===== config.mk =====
export PLATFORM = sky130hd
export DESIGN_NAME = mul2add
export DESIGN_NICKNAME = d
export VERILOG_FILES = /design/src/rtl/mul2add_pkg.sv /design/src/rtl/mul2add_shreg.sv /design/src/rtl/mul2add.sv
export SDC_FILE = /design/constraint.sdc
export NUM_CORES = 1
export LEC_CHECK = 0
export BUFFER_PORTS_ARGS = -buffer_cell sky130_fd_sc_hd__buf_2
export CORE_MARGIN = 3
export CORE_UTILIZATION = 39
export DETAILED_ROUTE_END_ITERATION = 7
export SLEW_MARGIN = 40
export SYNTH_ARGS = -nofsm -noshare
export SYNTH_HDL_FRONTEND = slang
export SYNTH_SLANG_ARGS = --single-unit

===== constraint.sdc =====
create_clock -name clk -period 3.85 [get_ports clk]
set_input_delay 0.1925 -clock clk [delete_from_list [all_inputs] [get_ports clk]]
set_output_delay 0.1925 -clock clk [all_outputs]
set_load 0.01 [all_outputs]

===== src/rtl/mul2add_pkg.sv =====
// Shared arithm-group definitions: FSM encoding and default operand width
// (common to the divider and mul2add).
package mul2add_pkg;

  localparam int ARITHM_W = 8;

  typedef enum logic [1:0] {
    IDLE  = 2'b00,
    SHIFT = 2'b01,
    DONE  = 2'b10
  } arithm_state_t;

endpackage


===== src/rtl/mul2add_shreg.sv =====
// (W+1)-bit left shift register with synchronous clear and serial LSB input.
module mul2add_shreg #(
  parameter int W = 8
) (
  input  logic       clk,
  input  logic       reset,
  input  logic       clear,
  input  logic       shift_en,
  input  logic       sin,
  output logic [W:0] q
);

  always_ff @(posedge clk or negedge reset) begin
    if (!reset)        q <= '0;
    else if (clear)    q <= '0;
    else if (shift_en) q <= {q[W-1:0], sin};
  end

endmodule


===== src/rtl/mul2add.sv =====
// Bit-serial rebuild of a = 2*div2 + mod2 (Horner, MSB first) on the
// activate/endop handshake. Define MUL2ADD_BUSY_EN to add the busy output.
module mul2add
  import mul2add_pkg::*;
#(
  parameter int W  = ARITHM_W,
  parameter int CW = 4
) (
  input  logic         clk,
  input  logic         reset,
  input  logic         activate,
  input  logic [W-1:0] div2,
  input  logic         mod2,
  output logic [W-1:0] a,
  output logic         carry,
  output logic         endop
`ifdef MUL2ADD_BUSY_EN
  ,
  output logic         busy
`endif
);

  arithm_state_t state;
  logic [CW-1:0] cnt;
  logic [W:0]    op_q;
  logic [W:0]    op_sh;
  logic [W:0]    wk;
  logic          start;
  logic          shift_en;

  assign start    = (state == IDLE) && activate;
  assign shift_en = (state == SHIFT);
  // Walking op_q left by cnt presents op_q[W-cnt] at the MSB.
  assign op_sh    = op_q << cnt;

  mul2add_shreg #(.W(W)) u_shreg (
    .clk      (clk),
    .reset    (reset),
    .clear    (start),
    .shift_en (shift_en),
    .sin      (op_sh[W]),
    .q        (wk)
  );

  always_ff @(posedge clk or negedge reset) begin
    if (!reset) begin
      state <= IDLE;
      cnt   <= '0;
      op_q  <= '0;
      a     <= '0;
      carry <= 1'b0;
      endop <= 1'b0;
    end else begin
      endop <= 1'b0;
      case (state)
        IDLE: begin
          if (activate) begin
            op_q  <= {div2, mod2};
            cnt   <= '0;
            state <= SHIFT;
          end
        end
        SHIFT: begin
          // Final shift parks cnt at 0 so it never runs past W.
          if (cnt == CW'(W)) begin
            cnt   <= '0;
            state <= DONE;
          end else begin
            cnt <= cnt + CW'(1);
          end
        end
        DONE: begin
          a     <= wk[W-1:0];
          carry <= wk[W];
          endop <= 1'b1;
          state <= IDLE;
        end
        default: state <= IDLE;
      endcase
    end
  end

`ifdef MUL2ADD_BUSY_EN
  assign busy = (state == SHIFT) || (state == DONE);
`endif

endmodule

==> results.md, run 1 <==
* Reg2reg setup slack at about 2.5 ns
* Critical path launch point type: flop
* Final Max Tran Viols at 0
* Async set or reset register ratio after synthesis at between 90% and 100%
* Hold_sp: div2[5]
* DRT antenna net count at 0
* Status: completed
* Clock network fraction of total power at 17.1%
* Routed WL at roughly 2.3 mm
* RSZ-0062 raised after global routing: false
* Cell count after synthesis at slightly above 100
* Post-synth top cells: dfrtp_1 (34), mux2_2 (15), a22o_1 (9), inv_1 (7)
* First-pass GRT wire length at roughly 4.0 mm
* Worst path cell trace: nor2b_2, nand2_1, o22ai_1
* Input/output buffers at 21
* Hold crit path type: in2reg
* Top cells by area, synth: dfrtp_1 (60%), mux2_2 (12%), a22o_1 (5.6%), mux2i_1 (2.8%), mux2_1 (2.4%)
* Die ar. at ~4400 sq um
* Critical R2R Launch: state[0]
* Post-Syn Area at ~1400 sq um
* Layout area overhead at 17.2%
* DP Cell Count at about 170
* Critical R2R Capture: cnt[3]
* Sw Share at 32.1%
* CTS HTree Levels at 2
* CTS sink count at 34
* Post-CTS Setup Repair Bufs at 0
* Design Power at around 1200 uW
* Largest net degree at the start of global routing at 35
* Slowest CP cell: nor2b_2
* Largest stage delay, worst path at 0.50 ns
* Die width at 66.1 um
* Comb power frac at 31.3%
* Slew Limit Headroom at between 60% and 70%
* Number of CTS-inserted buffers at 5
* Yosys reg bits at 34
* Hold buffer count at cts at 1
* Root Buffer: clkbuf_4
* Fmax at 0.717 GHz
* CTS tree: yes
* Layout net count at between 100 and 150
* Avg Cell Area, Syn at around 14 sq um
* Power per cell area at a little over 700 nW/um^2
* Post-Layout Cell Count at around 180
* Dpl cell area at roughly 1500 sq um
* CP Max Fanout at 14
* Clk Latency, worst-skew pair at between 0.3 and 0.4 ns
* Period utilisation layout at 36.2%
* Syn nets at about 120
* Leakage dissipation at between 0.0008 and 0.0009 uW
* Post-CTS sizing at 0
* CP bufs+invs at 0
* Design area at roughly 1700 sq um
* Crit path setup slack, layout at roughly 2.5 ns
* Netlist cell types at 25
* # diodes at 0
* Kind of cell adding the most delay to the critical path: simple AND/OR/NAND/NOR gates
* Die height at ~66 um
* Routed WL per cell at approximately 13 um
* Antenna violations before repair at 0
* Clock Skews at about 0.0082 ns
* Ratio of cells with drive above 1 in the final layout at approximately two fifths
* Worst Path Arrival at approximately 1.6 ns
* Net Switching at ~370 uW
* Int Pwr at 790 uW
* Reg2Reg Depth at 3
* Rows at 21
* Worst Tran Pin Value at ~0.55 ns
* Max-cap violations at 0
* DRT iter0 DRCs at 36
* Synth top area share at between 60% and 70%
* Vias per cell at around 5
* GR Overflow Total at 0
* Routability cong. at about 0.74
* Setup TNS at 0 ns
* Seq/Total Area, Yosys at between 60% and 70%
* Peak supply drop at around 0.29 mV
* Top-level I/O count at 22
* Crit path to: cnt[3]
* Drc violations at 0
* Synth area leader: dfrtp_1
* Reg clk slew, reported paths at about 0.1 ns
* Main flop type after synthesis: dfrtp_1
* Clock buffer depth at 2
* Vias at 880
* Reg power frac at between 50% and 60%
* Setup crit end kind: flop
* Initial Util at a little over 40%
* Most numerous cell in the Yosys netlist: dfrtp_1
* WP depth at 3
* GRT Total Usage at between 10% and 20%
* Post-DP HPWL at between 1.5 and 2 mm
* Synth Warn # at 0
* Hold Fails Final Rpt at 0
* WP data required at between 4 and 5 ns
* Post-Place Worst Slack at 2.23 ns
* Kind of critical path: reg2reg
* Vias in the first global route at between 900 and 1000
* CP Launch Point: state[0]
* Router iterations before antenna repair at 4
* Post-synth EDFFs at 0
* Core ar. at 3420 sq um
* Tmin final at around 1.4 ns
* # setup viols final at 0
## sequential cells by signal, summed over array words and instances, names as in the netlist
register   cells
cnt            4
a              8
u_shreg.q      9
endop          1
state          2
op_q           9
carry          1
## cell usage in the layout (no fill, tap or decap), drive strengths merged
cell | synthesis | routed
mux2 | 18 | 18
mux2i | 4 | 4
or3 | 1 | 1
nor2b | 1 | 1
clkinv | 0 | 1
inv | 7 | 7
a32oi | 1 | 1
nor3b | 1 | 1
ha | 2 | 2
nand3b | 1 | 1
dfrtp | 34 | 34
nor2 | 2 | 2
and3b | 1 | 1
a31oi | 2 | 2
mux4 | 1 | 1
a22o | 9 | 9
buf | 5 | 23
o22ai | 2 | 2
o21bai | 1 | 1
nand2 | 4 | 4
nand2b | 2 | 2
clkbuf | 0 | 7
o21ai | 2 | 2
nand3 | 1 | 1
dlygate4sd3 | 0 | 1
## layout make-up
cell class | count | area (sq um)
fill | 316 | 1760
clock buffer | 7 | 55.1
tap | 46 | 57.6
sequential | 34 | 851
clock inverter | 1 | 5.00
multi-input combinational | 56 | 508
timing repair buffer | 24 | 150
inverter | 7 | 26.3
## power by group through the flow
stage               sequential (uW)  combinational (uW)  clock (uW)
global route                    624                 408         229
global placement                603                 349           0
floorplan                       585                 287           0
finish                          600                 364         199
CTS                             600                 366         206
detailed placement              609                 364           0
## stage by stage
step	hold WS [ns]	util (%)
final	0.0759	48.4
after global routing	0.0658	48.4
after floorplan	-0.103	-
after detailed placement	0.296	45.3
after CTS	0.0669	47.4
after global placement	0.285	45.3
## cells by family (layout without fill, tap and decap cells)
family / Yosys count / after routing / share of synthesized area [%]
AO/OA/AOI/OAI: 17 / 17 / 9.49
adder cells (fa/ha/maj): 2 / 2 / 1.77
buffers and inverters: 12 / 39 / 4.08
flip-flops: 34 / 34 / 60.3
multiplexers: 23 / 23 / 18.8
AND/OR/NAND/NOR: 14 / 14 / 5.50
## metal layers
layer | up-vias | global-route usage [%] | share of wire [%]
li1 | 409 | - | -
met1 | 442 | 13.9 | 45
met2 | 24 | 20.1 | 48
met3 | 5 | 4.42 | 6.0
met4 | 0 | 6.60 | 1.6
met5 | - | 0 | 0
## how the worst min path moves through the flow
| stage | endpoint | cells past startpoint | slack (ns) |
|---|---|---|---|
| final | op_q[6] | 2 | 0.08 |
| after global routing | op_q[6] | 2 | 0.07 |
| after CTS | op_q[6] | 2 | 0.07 |
| after detailed placement | a[3] | 1 | 0.30 |
| after global placement | endop | 1 | 0.29 |
| after floorplan | a[0] | 0 | -0.10 |
Power figures use the tool's default switching activity.
==> inputs of run 2 (changes only) <==
==> constraint.sdc (replaced) <==
create_clock -name clk -period 1.1 [get_ports clk]
set_input_delay 0.055 -clock clk [delete_from_list [all_inputs] [get_ports clk]]
set_output_delay 0.055 -clock clk [all_outputs]
set_load 0.01 [all_outputs]
==> run 2 against run 1 <==
  * The run now ends with setup timing left
  * Non-clock buffer count rose by 23
  * Wire length up 15%
  * Clock-buffer cell count stayed put
  * Flip-flop and latch count unchanged
  * First-iteration DRC count is 19% higher
  * Critical path type unchanged
  * Highest routed layer unchanged
==> results.md, run 2 (synthesis gave the netlist of run 1 again) <==
* Dpl cell area at 1680 sq um (was 1550 sq um)
* Net Switching at 1490 uW (was 373 uW)
* RSZ-0062 raised after global routing: true (was false)
* Clk Latency, worst-skew pair at 0.33 ns (about the same)
* Leakage dissipation at 0.000963 uW (was 0.000832 uW)
* CTS HTree Levels at 2 (unchanged)
* Hold_sp: activate (was div2[5])
* Clock network fraction of total power at 15.2% (was 17.1%)
* Max-cap violations at 0 (unchanged)
* Vias in the first global route at 998 (was 940)
* Setup TNS at -2.30 ns (was 0 ns)
* Drc violations at 0 (unchanged)
* Number of CTS-inserted buffers at 5 (unchanged)
* Reg power frac at 45.2% (was 51.6%)
* Top-level I/O count at 22 (unchanged)
* # diodes at 0 (unchanged)
* CP Launch Point: cnt[2] (was state[0])
* CP Max Fanout at 8 (was 14)
* Peak supply drop at 1.10 mV (was 0.287 mV)
* Ratio of cells with drive above 1 in the final layout at 49.3% (was 38.8%)
* WP data required at 1.37 ns (was 4.09 ns)
* Power per cell area at 2430 nW/um^2 (was 704 nW/um^2)
* Tmin final at 1.28 ns (was 1.39 ns)
* Hold crit path type: in2reg (unchanged)
* Clock buffer depth at 2 (unchanged)
* Worst Path Arrival at 1.55 ns (was 1.64 ns)
* Post-Place Worst Slack at -0.203 ns (was 2.23 ns)
* Final Max Tran Viols at 0 (unchanged)
* Vias per cell at 4.88 (was 5.03)
* First-pass GRT wire length at 4.42 mm (was 4.00 mm)
* Setup crit end kind: flop (unchanged)
* DRT antenna net count at 0 (unchanged)
* Most frequent cells in the layout: dfrtp_1 (31), buf_2 (21), buf_4 (11) (was dfrtp_1 (34), buf_2 (21), mux2_2 (15))
* Worst Tran Pin Value at 0.431 ns (was 0.554 ns)
* Antenna violations before repair at 0 (unchanged)
* Root Buffer: clkbuf_4 (unchanged)
* Die height at 66.1 um (unchanged)
* Kind of critical path: reg2reg (unchanged)
* Rows at 21 (unchanged)
* Hold Fails Final Rpt at 0 (unchanged)
* Commonest non-fill, non-tap cell in the layout: dfrtp_1 (unchanged)
* # setup viols final at 27 (was 0)
* Routability cong. at 0.747 (was 0.737)
* Design area at 1930 sq um (was 1650 sq um)
* Sw Share at 31.7% (was 32.1%)
* Int Pwr at 3200 uW (was 790 uW)
* DP Cell Count at 176 (was 165)
* Violated checks: setup timing
* Crit path setup slack, layout at -0.177 ns (was 2.46 ns)
* Routed WL per cell at 13.1 um (was 12.9 um)
* Worst path cell trace: mux2i_1, mux4_2, o21ai_2 (was nor2b_2, nand2_1, o22ai_1)
* Initial Util at 41.3% (unchanged)
* Routed WL at 2.59 mm (was 2.25 mm)
* Reg clk slew, reported paths at 0.10 ns (about the same)
* GR Overflow Total at 0 (unchanged)
* Core ar. at 3420 sq um (unchanged)
* CTS tree: yes (unchanged)
* Largest stage delay, worst path at 0.49 ns (was 0.50 ns)
* Largest net degree at the start of global routing at 35 (unchanged)
* Slew Limit Headroom at 71.3% (was 63.1%)
* Critical path launch point type: flop (unchanged)
* Die width at 66.1 um (unchanged)
* Layout area overhead at 36.9% (was 17.2%)
* Fmax at 0.783 GHz (was 0.717 GHz)
* Router iterations before antenna repair at 5 (was 4)
* Layout net count at 165 (was 142)
* Critical R2R Launch: cnt[2] (was state[0])
* Slowest CP cell: dfrtp_2 (was nor2b_2)
* Input/output buffers at 21 (unchanged)
* Clock Skews at 0.00659 ns (was 0.00825 ns)
* Die ar. at 4370 sq um (unchanged)
* Vias at 966 (was 880)
* Comb power frac at 39.7% (was 31.3%)
* Status: finished, violations left (was completed)
* Fin util at 56.5% (was 48.4%)
* Biggest registers after layout: op_q x9, u_shreg.q x9, a x8 (unchanged)
* GRT Total Usage at 13.5% (was 12.3%)
* DRT iter0 DRCs at 43 (was 36)
* Period utilisation layout at 116% (was 36.2%)
* Post-DP HPWL at 1.69 mm (was 1.56 mm)
* CTS sink count at 34 (unchanged)
* Post-Layout Cell Count at 198 (was 175)
-- run 2: final cells by class --
| type | count | area [sq um] |
|---|---|---|
| Clock buffer | 7 | 55.1 |
| Inverter | 7 | 26.3 |
| Timing Repair Buffer | 47 | 353 |
| Sequential cell | 34 | 855 |
| Clock inverter | 1 | 5.00 |
| Multi-Input combinational cell | 56 | 579 |
| Fill cell | 303 | 1490 |
| Tap cell | 46 | 57.6 |
-- run 2: path summary, 6_finish.rpt --
check / endpoint / slack (ns) / depth (start not counted)
hold / removal: cnt[0] / 0.06 / 4
min in group asynchronous: a[2] / 0.27 / 3
setup / recovery: u_shreg.q[0] / -0.18 / 3
hold reg to reg: a[3] / 0.51 / 1
setup reg to reg: u_shreg.q[0] / -0.18 / 3
max in group asynchronous: state[0] / 0.49 / 3
-- run 2: per-layer routing --
| layer | share of wire [%] | vias to the layer above | global-route usage [%] |
|---|---|---|---|
| li1 | - | 461 | - |
| met1 | 44 | 479 | 16.2 |
| met2 | 50 | 21 | 22.6 |
| met3 | 4.5 | 5 | 4.08 |
| met4 | 1.3 | 0 | 5.33 |
| met5 | 0 | - | 0 |
-- run 2: worst max-delay path, delay by kind of cell, from the launching register on --
| family | cells | cell delay [ns] |
|---|---|---|
| AOI/OAI and AO/OA | 1 | 0.12 |
| DFF | 1 | 0.49 |
| muxes | 2 | 0.62 |
-- run 2: metrics by stage --
step                total power [uW]  hold slack, ns
finish                          4690          0.0632
global route                    5010          0.0579
CTS                             4590          0.0778
detailed placement              3720           0.105
global placement                3660           0.106
floorplan                       3180          -0.241
-- run 2: power groups by stage --
stage / clock network (uW) / registers, uW / logic (uW)
floorplan: 0 / 2060 / 1120
global placement: 0 / 2110 / 1550
detailed placement: 0 / 2130 / 1590
CTS: 742 / 2130 / 1710
global route: 798 / 2190 / 2020
finish: 711 / 2120 / 1860
-- run 2: timing repair --
item	4_1_cts	5_1_grt
pin swaps	4	2
cloned	0	1
setup endpoints to repair	33	33
hold buffers	10	0
hold endpoints to repair	43	0
buffers inserted	0	3
gates resized for setup	12	9
==> inputs of run 3 (changes only) <==
--- a/config.mk
+++ b/config.mk
@@ -9,6 +9,7 @@
 export CORE_MARGIN = 3
 export CORE_UTILIZATION = 39
 export DETAILED_ROUTE_END_ITERATION = 7
+export SETUP_SLACK_MARGIN = 0.15
 export SLEW_MARGIN = 40
 export SYNTH_ARGS = -nofsm -noshare
 export SYNTH_HDL_FRONTEND = slang
==> run 3 against run 2 <==
  * The flow still finishes with violations (setup timing)
  * Worst setup slack got worse by 0.035 ns
  * Critical path depth did not move
  * Via count rose by 5.2%
  * Fmax fell by 2.7%
  * Cell count rose by 2.0%
  * Sequential share of layout area fell by 2.4 points
  * Non-clock buffer count rose by 6
  * Cell area rose by 5.8%
  * Clock-buffer cell count fell by 1
  * Core utilization rose by 3.3 points
  * Critical path type unchanged
==> results.md, run 3 (synthesis gave the netlist of run 1 again) <==
* Routed WL at 2.99 mm (was 2.59 mm)
* Hold_sp: activate (unchanged)
* CTS HTree Levels at 2 (unchanged)
* DRT iter0 DRCs at 52 (was 43)
* Root Buffer: clkbuf_4 (unchanged)
* Slew Limit Headroom at 74.5% (was 71.3%)
* Area of the multi-input gates at 624 sq um (was 579 sq um)
* Drc violations at 0 (unchanged)
* Hold Path Sink: cnt[0] (unchanged)
* Setup crit end kind: flop (unchanged)
* CP Max Fanout at 8 (unchanged)
* Die width at 66.1 um (unchanged)
* Critical R2R Capture: u_shreg.q[0] (unchanged)
* Routability cong. at 0.699 (was 0.747)
* Core ar. at 3420 sq um (unchanged)
* Clock Skews at 0.00628 ns (was 0.00659 ns)
* Fin util at 59.8% (was 56.5%)
* Vias at 1016 (was 966)
* Tmin final at 1.31 ns (was 1.28 ns)
* Reg clk slew, reported paths at 0.09 ns (was 0.10 ns)
* Clk Latency, worst-skew pair at 0.34 ns (was 0.33 ns)
* First-pass GRT wire length at 4.66 mm (was 4.42 mm)
* Die height at 66.1 um (unchanged)
* Violated checks: setup timing (unchanged)
* Worst Tran Pin Value at 0.382 ns (was 0.431 ns)
* CTS tree: yes (unchanged)
* Routed WL per cell at 14.8 um (was 13.1 um)
* Vias per cell at 5.03 (was 4.88)
* Max-cap violations at 0 (unchanged)
* Post-Layout Cell Count at 202 (was 198)
* DRT antenna net count at 0 (unchanged)
* GRT Total Usage at 14.8% (was 13.5%)
* Layout net count at 171 (was 165)
* Biggest registers after layout: op_q x9, u_shreg.q x9, a x8 (unchanged)
* Die ar. at 4370 sq um (unchanged)
* Kind of critical path: reg2reg (unchanged)
* Peak supply drop at 1.23 mV (was 1.10 mV)
* Rows at 21 (unchanged)
* Input/output buffers at 21 (unchanged)
* Number of CTS-inserted buffers at 5 (unchanged)
* Period utilisation layout at 119% (was 116%)
* Post-DP HPWL at 1.78 mm (was 1.69 mm)
* Hold crit path type: in2reg (unchanged)
* # setup viols final at 33 (was 27)
* Layout area overhead at 44.9% (was 36.9%)
* Crit path setup slack, layout at -0.212 ns (was -0.177 ns)
* Clock buffer depth at 2 (unchanged)
* Leakage dissipation at 0.00105 uW (was 0.000963 uW)
* Final Max Tran Viols at 0 (unchanged)
* DP Cell Count at 172 (was 176)
* Commonest non-fill, non-tap cell in the layout: dfrtp_1 (unchanged)
* Critical path launch point type: flop (unchanged)
* Hold slack at 0.0923 ns (was 0.0632 ns)
* Top-level I/O count at 22 (unchanged)
* Most frequent cells in the layout: dfrtp_1 (30), buf_2 (21), mux2_4 (18) (was dfrtp_1 (31), buf_2 (21), buf_4 (11))
* # diodes at 0 (unchanged)
* Antenna violations before repair at 0 (unchanged)
* CTS sink count at 34 (unchanged)
* Reg2Reg Depth at 3 (unchanged)
* WP data required at 1.37 ns (about the same)
* Initial Util at 41.3% (unchanged)
* Worst Path Arrival at 1.58 ns (was 1.55 ns)
* Vias in the first global route at 1044 (was 998)
* Router iterations before antenna repair at 4 (was 5)
* Fmax at 0.762 GHz (was 0.783 GHz)
* Ratio of cells with drive above 1 in the final layout at 53.8% (was 49.3%)
* Hold Fails Final Rpt at 0 (unchanged)
* Reg2reg setup slack at -0.21 ns (was -0.18 ns)
* Critical R2R Launch: cnt[2] (unchanged)
* Reg area at 856 sq um (was 855 sq um)
* Design Power at 4840 uW (was 4690 uW)
* Status: finished, violations left (unchanged)
* Worst Hold Depth at 4 (unchanged)
* Fillers at 293 (was 303)
* RSZ-0062 raised after global routing: true (unchanged)
* Largest net degree at the start of global routing at 20 (was 35)
* Power per cell area at 2370 nW/um^2 (was 2430 nW/um^2)
* GR Overflow Total at 0 (unchanged)
-- run 3: cell count changes in the layout (fill, tap and decap cells not counted), sizes merged --
cell and delta:
clkinv -1, buf +5
-- run 3: what timing repair did --
| item | CTS | global route |
|---|---|---|
| hold endpoints to repair | 43 | 0 |
| cloned | 1 | 1 |
| pin swaps | 3 | 3 |
| buffers inserted | 7 | 5 |
| resized for setup | 16 | 15 |
| hold buffers | 10 | 0 |
| endpoints found under the setup margin | 33 | 37 |
-- run 3: critical path, cell delays in order (launching register included) --
cell and delay [ns]:
dfrtp_2 0.50, mux2i_1 0.15, mux4_2 0.48, o21ai_2 0.12
-- run 3: worst max path at each step --
stage                  start      endpoint  slack [ns]  cells past startpoint
global route          cnt[2]  u_shreg.q[0]       -0.26                      3
global placement      cnt[2]  u_shreg.q[0]       -0.25                      3
CTS                 state[1]       op_q[8]       -0.21                      3
detailed placement    cnt[2]  u_shreg.q[0]       -0.27                      3
finish                cnt[2]  u_shreg.q[0]       -0.21                      3
floorplan             cnt[2]  u_shreg.q[0]       -0.13                      4
-- run 3: area by class of cell --
cell class,count,share of cell area [%]
sequential,34,41.9
timing repair buffer,53,20.9
inverter,7,1.29
multi-input combinational,56,30.6
clock buffer,6,2.51
tap,46,2.82
-- run 3: layer usage --
| layer | vias up | global-route usage (%) | part of all wire [%] |
|---|---|---|---|
| met5 | - | 0 | 0 |
| met3 | 5 | 4.08 | 4.8 |
| met2 | 33 | 25.3 | 53 |
| li1 | 472 | - | - |
| met1 | 506 | 16.1 | 41 |
| met4 | 0 | 9.14 | 1.7 |
-- run 3: power by group --
| part | total (uW) | switching [uW] | leakage (uW) | internal (uW) |
|---|---|---|---|---|
| logic | 2040 | 778 | 0.000587 | 1260 |
| registers | 2120 | 375 | 0.000433 | 1740 |
| clock network | 676 | 388 | 0.0000302 | 288 |
| total | 4840 | 1540 | 0.00105 | 3300 |
-- run 3: stage by stage --
step | TNS [ns] | setup WS, ns | area, sq um
3_3_place_gp | -3.22 | -0.249 | 1660
3_5_place_dp | -4.46 | -0.270 | 1660
2_1_floorplan | -1.00 | -0.129 | 1470
4_1_cts | -4.38 | -0.214 | 1920
6_report | -4.29 | -0.212 | 2040
5_1_grt | -6.11 | -0.255 | 2040
